===== config.mk =====
export PLATFORM = sky130hd
export DESIGN_NAME = vfetch
export DESIGN_NICKNAME = d
export VERILOG_FILES = /design/src/rtl/vfetch.sv
export SDC_FILE = /design/constraint.sdc
export NUM_CORES = 1
export LEC_CHECK = 0
export ABC_CLOCK_PERIOD_IN_PS = 11100
export CAP_MARGIN = 20
export CORE_ASPECT_RATIO = 1.5
export CORE_UTILIZATION = 63
export DETAILED_ROUTE_END_ITERATION = 12
export PLACE_DENSITY = 0.84
export SLEW_MARGIN = 30
export SYNTH_ARGS = -nofsm -noshare
export SYNTH_HDL_FRONTEND = slang
export SYNTH_SLANG_ARGS = --single-unit
export TNS_END_PERCENT = 100

===== constraint.sdc =====
create_clock -name sck -period 11.1 [get_ports sck]
set_input_delay 1.665 -clock sck [delete_from_list [all_inputs] [get_ports sck]]
set_output_delay 1.665 -clock sck [all_outputs]
set_load 0.05 [all_outputs]

===== src/rtl/vfetch.sv =====
// vfetch: Thumb instruction prefetch stage.
// Fetches aligned 32-bit words, splits them into little-endian halfwords,
// queues {halfword, pc} pairs and hands them to execute one per cycle.
// A redirect flushes the queue and restarts fetch. A response that is still
// in flight when the redirect arrives is swallowed by the DROP state.
module vfetch #(
    parameter int unsigned DEPTH    = 8,
    parameter logic [31:0] RESET_PC = 32'h0000_0000
) (
    input  logic        sck,
    input  logic        rst_n,
    input  logic        redirect,
    input  logic [31:0] redirect_pc,
    output logic        mem_req,
    output logic [31:0] mem_addr,
    input  logic        mem_ack,
    input  logic [31:0] mem_rdata,
    output logic        cmd_valid,
    output logic [15:0] cmd,
    output logic [31:0] cmd_pc,
    input  logic        cmd_ready
);
    localparam int unsigned AW = $clog2(DEPTH);
    localparam int unsigned CW = $clog2(DEPTH + 1);
    localparam logic [31:0] RESET_FETCH = {RESET_PC[31:2], 2'b00};

    typedef struct packed {
        logic [15:0] hw;
        logic [31:0] pc;
    } entry_t;

    typedef enum logic {
        RUN  = 1'b0,
        DROP = 1'b1
    } state_t;

    entry_t        fifo [DEPTH];
    logic [AW-1:0] rd_ptr;
    logic [AW-1:0] wr_ptr;
    logic [AW-1:0] wr_ptr_inc;
    logic [CW-1:0] count;
    logic [CW-1:0] count_nxt;
    logic [CW-1:0] free_nxt;

    state_t        state;
    state_t        state_nxt;
    logic [31:0]   fetch_addr;
    logic [31:0]   fetch_addr_nxt;
    logic          skip_low;
    logic          skip_low_nxt;
    logic          mem_req_nxt;
    logic [31:0]   mem_addr_nxt;

    logic          ack;
    logic          pop;
    logic [1:0]    push_n;

    // bit 0 of the redirect target is meaningless for halfword-aligned code
    logic          unused_ok;
    assign unused_ok = redirect_pc[0];

    // an ack only counts while a request is actually on the bus
    assign ack        = mem_req & mem_ack;
    // a redirect empties the queue, so the same-cycle pop needs no pointer move
    assign pop        = cmd_valid & cmd_ready & ~redirect;
    assign wr_ptr_inc = wr_ptr + AW'(1);

    // next-state, fetch bookkeeping and request issue
    always_comb begin
        state_nxt      = state;
        fetch_addr_nxt = fetch_addr;
        skip_low_nxt   = skip_low;
        mem_req_nxt    = mem_req;
        mem_addr_nxt   = mem_addr;
        push_n         = 2'd0;
        count_nxt      = count;
        free_nxt       = '0;

        if (redirect) begin
            fetch_addr_nxt = {redirect_pc[31:2], 2'b00};
            skip_low_nxt   = redirect_pc[1];
            // a request still waiting for its ack must run to completion
            // on the bus; its data is thrown away later
            if (mem_req && !mem_ack) begin
                state_nxt = DROP;
            end else begin
                state_nxt = RUN;
            end
        end else if (ack) begin
            if (state == RUN) begin
                push_n         = skip_low ? 2'd1 : 2'd2;
                skip_low_nxt   = 1'b0;
                fetch_addr_nxt = fetch_addr + 32'd4;
            end
            // DROP: the stale word is discarded and fetch_addr already
            // holds the redirect target
            state_nxt = RUN;
        end

        if (redirect) begin
            count_nxt = '0;
        end else begin
            count_nxt = count + CW'(push_n) - CW'(pop);
        end
        free_nxt = CW'(DEPTH) - count_nxt;

        // issue only when the bus is free after this cycle; two free slots
        // guarantee the returning word always fits
        if (!mem_req || ack) begin
            mem_req_nxt  = (free_nxt >= CW'(2));
            mem_addr_nxt = fetch_addr_nxt;
        end
    end

    // state, fetch pointer, bus request and queue occupancy
    always_ff @(posedge sck or negedge rst_n) begin
        if (!rst_n) begin
            state      <= RUN;
            fetch_addr <= RESET_FETCH;
            skip_low   <= RESET_PC[1];
            mem_req    <= 1'b0;
            mem_addr   <= RESET_FETCH;
            count      <= '0;
            rd_ptr     <= '0;
            wr_ptr     <= '0;
        end else begin
            state      <= state_nxt;
            fetch_addr <= fetch_addr_nxt;
            skip_low   <= skip_low_nxt;
            mem_req    <= mem_req_nxt;
            mem_addr   <= mem_addr_nxt;
            count      <= count_nxt;
            if (redirect) begin
                rd_ptr <= '0;
                wr_ptr <= '0;
            end else begin
                if (pop) begin
                    rd_ptr <= rd_ptr + AW'(1);
                end
                wr_ptr <= wr_ptr + AW'(push_n);
            end
        end
    end

    // queue storage; contents are don't-care until count covers them
    always_ff @(posedge sck) begin
        if (push_n == 2'd2) begin
            fifo[wr_ptr]     <= entry_t'({mem_rdata[15:0],  fetch_addr});
            fifo[wr_ptr_inc] <= entry_t'({mem_rdata[31:16], fetch_addr + 32'd2});
        end else if (push_n == 2'd1) begin
            fifo[wr_ptr]     <= entry_t'({mem_rdata[31:16], fetch_addr + 32'd2});
        end
    end

    // head presentation; outputs read zero while the queue is empty
    always_comb begin
        cmd_valid = (count != '0);
        cmd       = '0;
        cmd_pc    = '0;
        if (cmd_valid) begin
            cmd    = fifo[rd_ptr].hw;
            cmd_pc = fifo[rd_ptr].pc;
        end
    end

endmodule


# Word-level counts from Yosys, hierarchy flattened
# Memories as Yosys holds them, arrays and structs flattened.
# Cells that the tools add are included.
[word_totals]
mem_count = 1
word_cells = 59
ram_bits = 384
register_bits = 77
inputBits = 69
[classes]
n_reduce_logical = 8
n_mux = 25
magnitude_cmp = 1
bitwise = 5
eq_ne = 3
add_sub_neg = 8
[memory_table]
columns = ["memory", "words", "word_bits", "read_ports", "rd_ports_with_merged_regs", "write_ports", "line_no", "rtl"]
rows = [
  ["fifo", 8, 48, 1, 0, 2, "37", "entry_t fifo [DEPTH];"],
]
[ops]
columns = ["cell", "n"]
rows = [
  ["$mux W32", 4],
  ["$mux W48", 1],
  ["$add A32 B2 Y32 const B", 1],
  ["$add A32 B3 Y32 const B", 1],
  ["$mux W16", 1],
  ["$mux W1", 11],
  ["$mux W3", 3],
  ["$mux W2", 4],
  ["$add A3 B1 Y3 const B", 2],
  ["$add A4 B2 Y4", 1],
  ["$ge A4 B2 Y1 const B", 1],
  ["$mux W4", 1],
  ["$reduce_bool A2 Y1", 2],
  ["$reduce_bool A4 Y1", 1],
  ["$sub A4 B1 Y4", 1],
  ["$sub A4 B4 Y4 const A", 1],
  ["$add A3 B2 Y3", 1],
  ["$and A1 B1 Y1", 3],
  ["$eq A2 B1 Y1 const B", 1],
  ["$eq A2 B2 Y1 const B", 1],
  ["$logic_not A1 Y1", 2],
  ["$ne A2 B2 Y1 const B", 1],
  ["$reduce_and A2 Y1", 1],
  ["$logic_and A1 B1 Y1", 1],
  ["other kinds (3)", 3],
]

# Depth between registers and ports, before layout
# Gate-level depths: netlist of the first run.
[logic_depth]
ltp_word = 9
ltp_mapped = 18

# Least setup slack after synthesis of the first run
# Ideal clock, no wire load.
[synth_path]
kind = "input -> register"
start = "input port mem_ack"
end = "memory fifo[0][0] (netlist name), enable pin"
path_slack_ps = 3887
setup_ps = 525
t_arrival_ps = 6687
path_stages = 6
required_ps = 10575
n_path_buf = 1
cell_sequence = "nand3b_1 -> clkbuf_1 -> or3_1 -> ha_1 -> or2_2 -> o31ai_1"
[synth_rtl]
columns = ["element", "line_no", "rtl"]
rows = [
  ["start, declared", "16", "input logic mem_ack,"],
  ["end, declared", "37", ""],
]

# Worst setup path after layout of the first run
[layout_path]
start = "register rd_ptr[1]"
end = "output port cmd_pc[20]"
[layout_via]
elab_chain_cells = 2
[layout_rtl]
columns = ["element", "line_no", "rtl"]
rows = [
  ["start, declared", "38", "logic [AW-1:0] rd_ptr;"],
  ["start signal, assigned", "138", "rd_ptr <= rd_ptr + AW'(1);"],
  ["$mem_v2 Z8 W48", "--", ""],
  ["$mux W32", "160", "if (cmd_valid) begin"],
  ["end, declared", "20", "output logic [31:0] cmd_pc,"],
]
# Every way passes these cells.

==> impl_metrics.json, run 1 <==
{
  "drt-pass1-iter-count": 6,
  "hold_path.startpoint": "mem_addr[3]$_DFFE_PN0P_",
  "gp_congestion": 0.882,
  "die_x_microns": 160,
  "ctsHoldBuffers": 0,
  "leakagePower_nw": 9.06,
  "viasPerCell": 6.44,
  "ios": 151,
  "row_count": 86,
  "grt_pass1_wl_microns": 92400,
  "cts_setup_buffers": 0,
  "post_cts_resized": 0,
  "synth_seq_cells": 461,
  "hp-class": "reg2reg",
  "synth.distinct_cells": 49,
  "path_clk_slew_ps": 70,
  "hold_viol": 0,
  "cts-htree-levels": 2,
  "antenna_found_initial": 0,
  "power.density_mw_per_mm2": 217,
  "r2r-start": "mem_req$_DFFE_PN0P_",
  "area_growth_pct": 13.4,
  "outcome": "finished clean",
  "multiInputGateArea_sq_mm": 0.00967,
  "wl_per_cell_microns": 23.8,
  "numClockSinks": 461,
  "synthTopCellsByCount": "384 x edfxtp_1, 318 x nor2_1, 181 x nand2_1",
  "antenna_cells": 0,
  "clock_latency_ps": 550,
  "setup_viol": 0,
  "grt_max_degree": 69,
  "tightest_slew_ps": 1010,
  "drtIter0Drc": 1782,
  "die_area_sq_mm": 0.0384,
  "fin_tns_setup_ps": 0,
  "cts_tree": "yes",
  "peakVddDrop_mv": 0.187,
  "ant_nets": 0,
  "die_h_microns": 240,
  "worstSetupPathType": "reg2out",
  "vias": 16214,
  "grt_pass1_vias": 16670,
  "synth_nets": 2049,
  "drv_cap": 0,
  "end_kind": "primary output",
  "cp-start-kind": "flop",
  "nNetsFinal": 2094,
  "wl_microns": 60100,
  "dp_cells": 2447,
  "syn_area_per_cell_sq_um": 12.1,
  "clockBufferDepth": 3,
  "seq_area_sq_mm": 0.0135,
  "max_freq_ghz": 0.176,
  "cts_root_buffer": "clkbuf_16",
  "async_flop_share_pct": 16.7,
  "synth.most_common_cell": "edfxtp_1",
  "syn_inst": 1963,
  "synth_area_sq_mm": 0.0237,
  "synth-seq-area-share_pct": 56.7,
  "finClkSkew_ps": 24.0,
  "cts_buffers": 42,
  "min_period_ps": 5670,
  "layout-drive-gt1-share_pct": 12.3,
  "slew_headroom_pct": 32.1,
  "yosysTopAreaCell": "edfxtp_1",
  "portBuffers": 149,
  "slew_viol_final": 0,
  "netlist_top_cells_area": "edfxtp_1 49%, mux4_2 9.1%, dfrtp_1 8.1%",
  "fill_cells": 2334,
  "synth_top_flop_cell": "edfxtp_1",
  "rsz0062_at_grt": "false",
  "min_period_over_period_pct": 51.1,
  "final_cells": 2518,
  "arrival_ps": 4010,
  "synth_top_area_share_pct": 48.6,
  "cp_max_fo": 54,
  "core_sq_mm": 0.0369,
  "yosysWarnings": 0,
  "crit_required_ps": 9440,
  "initial_core_util_pct": 64.3,
  "grt.total_usage_pct": 31.9,
  "startpoint": "rd_ptr[1]$_DFFE_PN0P_",
  "hpwl_microns": 36300,
  "synth-edff-count": 384,
  "grt-ovfl-total": 0,
  "drc_errors": 0
}
report_power, final:
group | internal (mW) | switching (mW)
registers | 2.06 | 0.174
clock network | 0.846 | 0.632
logic | 0.800 | 1.32
kinds of logic after synthesis:
kind of cell	synth area share, %
xor+xnor	9.38
buf+inv	3.22
fa+ha+maj	0.960
simple gates	11.5
compound gates	4.95
mux	13.3
flops	56.7
sequential cells by signal, indices dropped and copies added (netlist names), 3 cells and up:
register / cells
fifo: 384
fetch_addr: 32
mem_addr: 32
count: 4
rd_ptr: 3
wr_ptr: 3
final timing paths:
check	end	slack [ps]	depth (start not counted)
hold reg to reg	mem_addr[3]$_DFFE_PN0P_	480	2
hold / removal	mem_addr[3]$_DFFE_PN0P_	480	2
setup reg to reg	fifo[7][29]$_DFFE_PP_	6980	10
setup / recovery	cmd_pc[20]	5430	5
min in group asynchronous	mem_addr[30]$_DFFE_PN0P_	930	1
max in group asynchronous	rd_ptr[1]$_DFFE_PN0P_	9020	2
per-layer routing:
layer	up-vias	wire, microns	part of all wire (%)	GRT usage [%]
li1	7038	-	-	-
met1	7881	21000	35	39.1
met2	1078	30500	51	55.5
met3	217	5570	9.3	3.74
met4	0	3020	5.0	17.0
met5	-	0	0	0
cell usage in the layout (no fill, tap or decap), types with 9 or more instances in the layout:
master and count:
nand2b_2 9, buf_4 28, and3_1 17, mux4_2 96, mux2i_1 75, o21ai_0 12, nor2_1 318, nand4_1 22
a221o_1 14, clkdlybuf4s50_1 147, xnor2_1 163, clkbuf_16 43, a21oi_1 158, dfrtp_1 74, edfxtp_1 384, mux2_2 21
nand2_1 181, inv_1 18, nor3_1 10, nor2b_1 9, ha_1 14, xor2_1 91, nand3_1 22
per-stage QoR:
step	worst slack, ps	util, %	area (sq um)	hold slack [ps]	total power [mW]
floorplan	3890	-	23700	509	3.71
global placement	5330	69.0	25500	463	4.33
detailed placement	5350	69.1	25500	465	4.38
CTS	5380	72.8	26900	484	5.84
global route	5350	72.9	26900	515	6.03
finish	5430	72.9	26900	480	5.84
area by class of cell:
type                            count  share of cell area [%]
Tap cell                          484                    2.25
Sequential cell                   461                    50.0
Inverter                           18                   0.251
Multi-Input combinational cell   1306                    35.9
Timing Repair Buffer              179                    6.47
Clock inverter                     22                   0.990
Clock buffer                       48                    4.07
critical path: stages, from the launching register on:
cell             delay (ps)
dfrtp_4                1000
buf_4                   710
mux4_2                  410
mux2i_1                 490
nor2_1                   80
clkdlybuf4s50_1         730
Power figures use the tool's default switching activity.
==> run 2: changes to the inputs <==
--- a/config.mk
+++ b/config.mk
@@ -5,12 +5,12 @@
 export SDC_FILE = /design/constraint.sdc
 export NUM_CORES = 1
 export LEC_CHECK = 0
-export ABC_CLOCK_PERIOD_IN_PS = 11100
+export ABC_CLOCK_PERIOD_IN_PS = 5050
 export CAP_MARGIN = 20
 export CORE_ASPECT_RATIO = 1.5
-export CORE_UTILIZATION = 63
+export CORE_UTILIZATION = 54
 export DETAILED_ROUTE_END_ITERATION = 12
-export PLACE_DENSITY = 0.84
+export PLACE_DENSITY = 0.77
 export SLEW_MARGIN = 30
 export SYNTH_ARGS = -nofsm -noshare
 export SYNTH_HDL_FRONTEND = slang
==> constraint.sdc (replaced) <==
create_clock -name sck -period 5.05 [get_ports sck]
set_input_delay 0.7575 -clock sck [delete_from_list [all_inputs] [get_ports sck]]
set_output_delay 0.7575 -clock sck [all_outputs]
set_load 0.05 [all_outputs]
==> run 2 against run 1 <==
Net effect: first-iteration DRC count shrank 5.7%; setup slack lost 4600 ps; critical endpoint is now cmd_pc[1]; global-route usage shrank 4.3 points; largest power group unchanged; wire length grew 1.4%; via count shrank 1.7%; count of clock-buffer cells in the layout grew 4; clock skew grew 18 ps; combinational power grew 130%; cell count grew 4.8%; largest cell class unchanged.
==> impl_metrics.json, run 2 (synthesized netlist as in run 1, its figures left out) <==
{
  "cp_max_fo": 49,
  "layout_common_cells": "384 x edfxtp_1, 318 x nor2_1, 181 x nand2_1",
  "cts_buffers": 44,
  "cts_root_buffer": "clkbuf_16",
  "ctsHoldBuffers": 0,
  "die_area_sq_mm": 0.0448,
  "regMostFlops": "fifo",
  "grt_max_degree": 56,
  "hold_viol": 0,
  "row_count": 93,
  "grt.total_usage_pct": 27.6,
  "cts_tree": "yes",
  "grt-ovfl-total": 0,
  "drtIter0Drc": 1681,
  "final_common_cell": "edfxtp_1",
  "cp-start-kind": "flop",
  "end_kind": "primary output",
  "nNetsFinal": 2119,
  "portBuffers": 149,
  "min_period_over_period_pct": 82.8,
  "arrival_ps": 3420,
  "max_freq_ghz": 0.239,
  "tightest_slew_ps": 956,
  "cts-htree-levels": 2,
  "fill_cells": 3136,
  "antenna_found_initial": 0,
  "grt_pass1_wl_microns": 93800,
  "ant_nets": 0,
  "rsz0062_at_grt": "false",
  "leakagePower_nw": 9.29,
  "die_x_microns": 173,
  "drt-pass1-iter-count": 7,
  "r2r-start": "fetch_addr[5]$_DFF_PN0_",
  "clock_latency_ps": 600,
  "wl_per_cell_microns": 23.1,
  "path_clk_slew_ps": 60,
  "core_sq_mm": 0.0432,
  "layout-drive-gt1-share_pct": 12.9,
  "wl_microns": 60900,
  "setup_viol": 0,
  "clockBufferDepth": 3,
  "viasPerCell": 6.04,
  "finClkSkew_ps": 42.0,
  "hpwl_microns": 37800,
  "initial_core_util_pct": 54.9,
  "largest_reg_flops": 384,
  "hp-class": "in2async",
  "drc_errors": 0,
  "setup_ws_ps": 869,
  "drv_cap": 0,
  "post-place-ws_ps": 854,
  "power.density_mw_per_mm2": 478,
  "area_growth_pct": 15.5,
  "antenna_cells": 0,
  "die_h_microns": 259,
  "ios": 151,
  "cts_setup_buffers": 0,
  "numClockSinks": 461,
  "crit_required_ps": 4290,
  "peakVddDrop_mv": 0.450,
  "gp_congestion": 0.867,
  "vias": 15937,
  "slew_headroom_pct": 35.7,
  "min_period_ps": 4180,
  "finalPower_mw": 13.1,
  "worstSetupPathType": "reg2out",
  "grt_pass1_vias": 16450,
  "post_cts_resized": 0,
  "slew_viol_final": 0,
  "outcome": "finished clean",
  "startpoint": "rd_ptr[0]$_DFFE_PN0P_",
  "top_regs": "fifo: 384 flops, fetch_addr: 32 flops, mem_addr: 32 flops"
}
==> run 2: cell types whose count changed in the layout (fill, tap and decap cells not counted), sizes merged <==
cell	delta
clkinv	+13
clkinvlp	-5
clkbuf	+4
buf	+23
==> run 2: critical path: stages, from the launching register on <==
cell and delay, ps:
dfrtp_4 760, buf_12 420, mux4_2 570, mux2i_1 270, nor2_1 70, clkdlybuf4s50_1 730
==> run 2: per-layer routing <==
layer	track usage, %	up-vias	part of all wire, %
met1	33.3	7814	36
met2	48.8	848	52
li1	-	7092	-
met4	13.5	0	4.6
met5	0	-	0
met3	3.58	183	7.9
==> run 2: layout make-up <==
type,instances,area [sq um],share of cell area [%]
repair buffers,202,2030,7.43
multi-input cells,1306,9610,35.1
clock inverters,30,329,1.20
inverters,18,67.6,0.247
flip-flops and latches,461,13500,49.2
clock buffers,52,1170,4.27
well taps,570,713,2.60
==> run 2: report_power, final <==
part / total, mW / internal (mW) / switching (mW)
sequential: 4.86 / 4.54 / 0.327
combinational: 4.77 / 1.81 / 2.96
clock: 3.46 / 1.98 / 1.48
==> run 2: path summary, 6_finish.rpt <==
path                       cells past startpoint  slack, ps                        to
setup / recovery                               5        870                 cmd_pc[1]
hold / removal                                 1        210  mem_addr[25]$_DFFE_PN0P_
setup reg to reg                               5       1380     fifo[2][18]$_DFFE_PP_
hold reg to reg                                2        480   mem_addr[3]$_DFFE_PN0P_
max in group asynchronous                      2       3910     rd_ptr[1]$_DFFE_PN0P_
min in group sck                               2        480   mem_addr[3]$_DFFE_PN0P_
==> run 2: metrics by stage <==
stage	instances	utilization (%)	area [sq um]	setup TNS, ps	hold WS [ps]
CTS	2639	63.4	27400	0	225
global placement	2555	59.8	25800	0	459
global route	2639	63.5	27400	0	258
detailed placement	2557	60.0	25900	0	460
finish	2639	63.5	27400	0	207
floorplan	1963	-	23700	-206810	462
==> run 3: changes to the inputs <==
--- a/config.mk
+++ b/config.mk
@@ -5,12 +5,12 @@
 export SDC_FILE = /design/constraint.sdc
 export NUM_CORES = 1
 export LEC_CHECK = 0
-export ABC_CLOCK_PERIOD_IN_PS = 5050
+export ABC_CLOCK_PERIOD_IN_PS = 4140
 export CAP_MARGIN = 20
 export CORE_ASPECT_RATIO = 1.5
-export CORE_UTILIZATION = 54
+export CORE_UTILIZATION = 60
 export DETAILED_ROUTE_END_ITERATION = 12
-export PLACE_DENSITY = 0.77
+export PLACE_DENSITY = 0.81
 export SLEW_MARGIN = 30
 export SYNTH_ARGS = -nofsm -noshare
 export SYNTH_HDL_FRONTEND = slang
==> constraint.sdc (replaced) <==
create_clock -name sck -period 4.14 [get_ports sck]
set_input_delay 0.621 -clock sck [delete_from_list [all_inputs] [get_ports sck]]
set_output_delay 0.621 -clock sck [all_outputs]
set_load 0.05 [all_outputs]
==> run 3 against run 2 <==
Net effect: critical path depth unchanged; count of clock-buffer cells in the layout unchanged; largest cell class unchanged; utilization increased by 7.3 points; total power increased by 20%; cell count decreased by 1.9%; combinational power increased by 22%; clock skew decreased by 14 ps; via count increased by 1.7%; clock power increased by 14%; global-route usage increased by 3.4 points; final area about the same; hold slack got worse by 57 ps.
==> impl_metrics.json, run 3 (synthesized netlist as in run 1, its figures left out) <==
{
  "fin_tns_setup_ps": 0,
  "tightest_slew_ps": 895,
  "setup_ws_ps": 176,
  "setup_viol": 0,
  "viasPerCell": 6.26,
  "end_kind": "primary output",
  "wl_met3_microns": 5230,
  "r2r_slack_ps": 850,
  "slew_viol_final": 0,
  "grt.total_usage_pct": 31.0,
  "r2r_end": "mem_req$_DFFE_PN0P_",
  "finClkSkew_ps": 28.1,
  "cp_max_fo": 27,
  "ant_nets": 0,
  "area_growth_pct": 15.6,
  "cts_root_buffer": "clkbuf_16",
  "drt-pass1-iter-count": 6,
  "slew_headroom_pct": 39.9,
  "cts_tree": "yes",
  "die_h_microns": 246,
  "vias": 16204,
  "wl_per_cell_microns": 23.4,
  "arrival_ps": 3340,
  "peakVddDrop_mv": 0.584,
  "hp-class": "in2async",
  "nNetsFinal": 2145,
  "clock_latency_ps": 570,
  "hpwl_microns": 38200,
  "cts_buffers": 43,
  "path_clk_slew_ps": 60,
  "path_buf_inv": 2,
  "grt_max_degree": 67,
  "reg2reg_depth": 17,
  "ios": 151,
  "post_cts_resized": 0,
  "cp_slowest_stage_delay_ps": 800,
  "layout-drive-gt1-share_pct": 14.0,
  "rsz0062_at_grt": "false",
  "drt-met1-wl_microns": 21700,
  "min_period_over_period_pct": 95.7,
  "worst_hold_slack_ps": 150,
  "final_util_pct": 70.8,
  "grt_pass1_wl_microns": 93000,
  "drtIter0Drc": 1824,
  "wl_microns": 60600,
  "initial_core_util_pct": 61.2,
  "r2r-start": "count[2]$_DFF_PN0_",
  "met2_length_microns": 30900,
  "drc_errors": 0,
  "grt-ovfl-total": 0,
  "post-place-ws_ps": 319,
  "worstSetupPathType": "reg2out",
  "cp_top_family": "buffers and inverters",
  "leakagePower_nw": 9.37,
  "largest_reg_flops": 384,
  "ctsHoldBuffers": 0,
  "die_x_microns": 164,
  "top_regs": "fifo: 384 flops, fetch_addr: 32 flops, mem_addr: 32 flops",
  "stdcell_area_sq_mm": 0.0274,
  "gp_congestion": 0.880,
  "finalPower_mw": 15.7,
  "final_cells": 2589,
  "max_freq_ghz": 0.252,
  "die_area_sq_mm": 0.0404,
  "grt_pass1_vias": 16646,
  "placed_cell_area_sq_mm": 0.0260,
  "clockBufferDepth": 3,
  "portBuffers": 149,
  "crit_path_top_delay_cell": "dfrtp_4",
  "outcome": "finished clean",
  "row_count": 88,
  "core_sq_mm": 0.0388,
  "antenna_found_initial": 0,
  "drv_cap": 0,
  "path_cells": "buf_4 -> mux4_2 -> mux2i_1 -> nor2_1 -> clkdlybuf4s50_1",
  "dp_cells": 2509,
  "power.density_mw_per_mm2": 573,
  "crit_required_ps": 3520,
  "cts_setup_buffers": 0,
  "cp-start-kind": "flop",
  "layout_common_cells": "384 x edfxtp_1, 318 x nor2_1, 181 x nand2_1",
  "antenna_cells": 0,
  "numClockSinks": 461,
  "min_period_ps": 3960,
  "cts-htree-levels": 2,
  "regMostFlops": "fifo",
  "dr.max_layer_used": "met4",
  "final_common_cell": "edfxtp_1",
  "hold_viol": 0
}
## run 3: worst register-to-register path, stage by stage (launching register included)
cell and delay [ps]:
dfrtp_1 360, inv_1 70, ha_1 140, and2_2 160, inv_1 100, nand2_1 170, nor2_1 60, ha_1 290
inv_1 40, ha_1 200, fa_1 540, nor2b_1 250, inv_1 80, ha_1 210, o211ai_1 90, o21ai_0 100
mux2_2 270, nand4b_1 100
## run 3: per-layer routing
metal	global-route usage, %	vias up
met3	4.72	213
li1	-	7141
met2	53.1	927
met1	37.9	7923
met4	15.4	0
met5	0	-
## run 3: report_power, final
group	switching (mW)	internal, mW
Combinational	3.60	2.24
Sequential	0.390	5.53
Clock	1.75	2.20
Total	5.73	9.98
## run 3: worst max-delay path by stage
stage	to	startpoint	cells after the start
after floorplan	fifo[1][0]$_DFFE_PP_	mem_req$_DFFE_PN0P_	6
after global placement	mem_req$_DFFE_PN0P_	mem_ack	13
after detailed placement	mem_req$_DFFE_PN0P_	mem_ack	13
after CTS	cmd_pc[14]	rd_ptr[0]$_DFFE_PN0P_	5
after global routing	cmd_pc[1]	rd_ptr[0]$_DFFE_PN0P_	5
final	cmd_pc[14]	rd_ptr[0]$_DFFE_PN0P_	5
## run 3: cell type report
class	count	area, sq um
multi-input cells	1306	9600
flip-flops and latches	461	13500
clock buffers	52	1160
fillers	2568	11300
inverters	18	67.6
repair buffers	229	2270
well taps	495	619
clock inverters	28	229
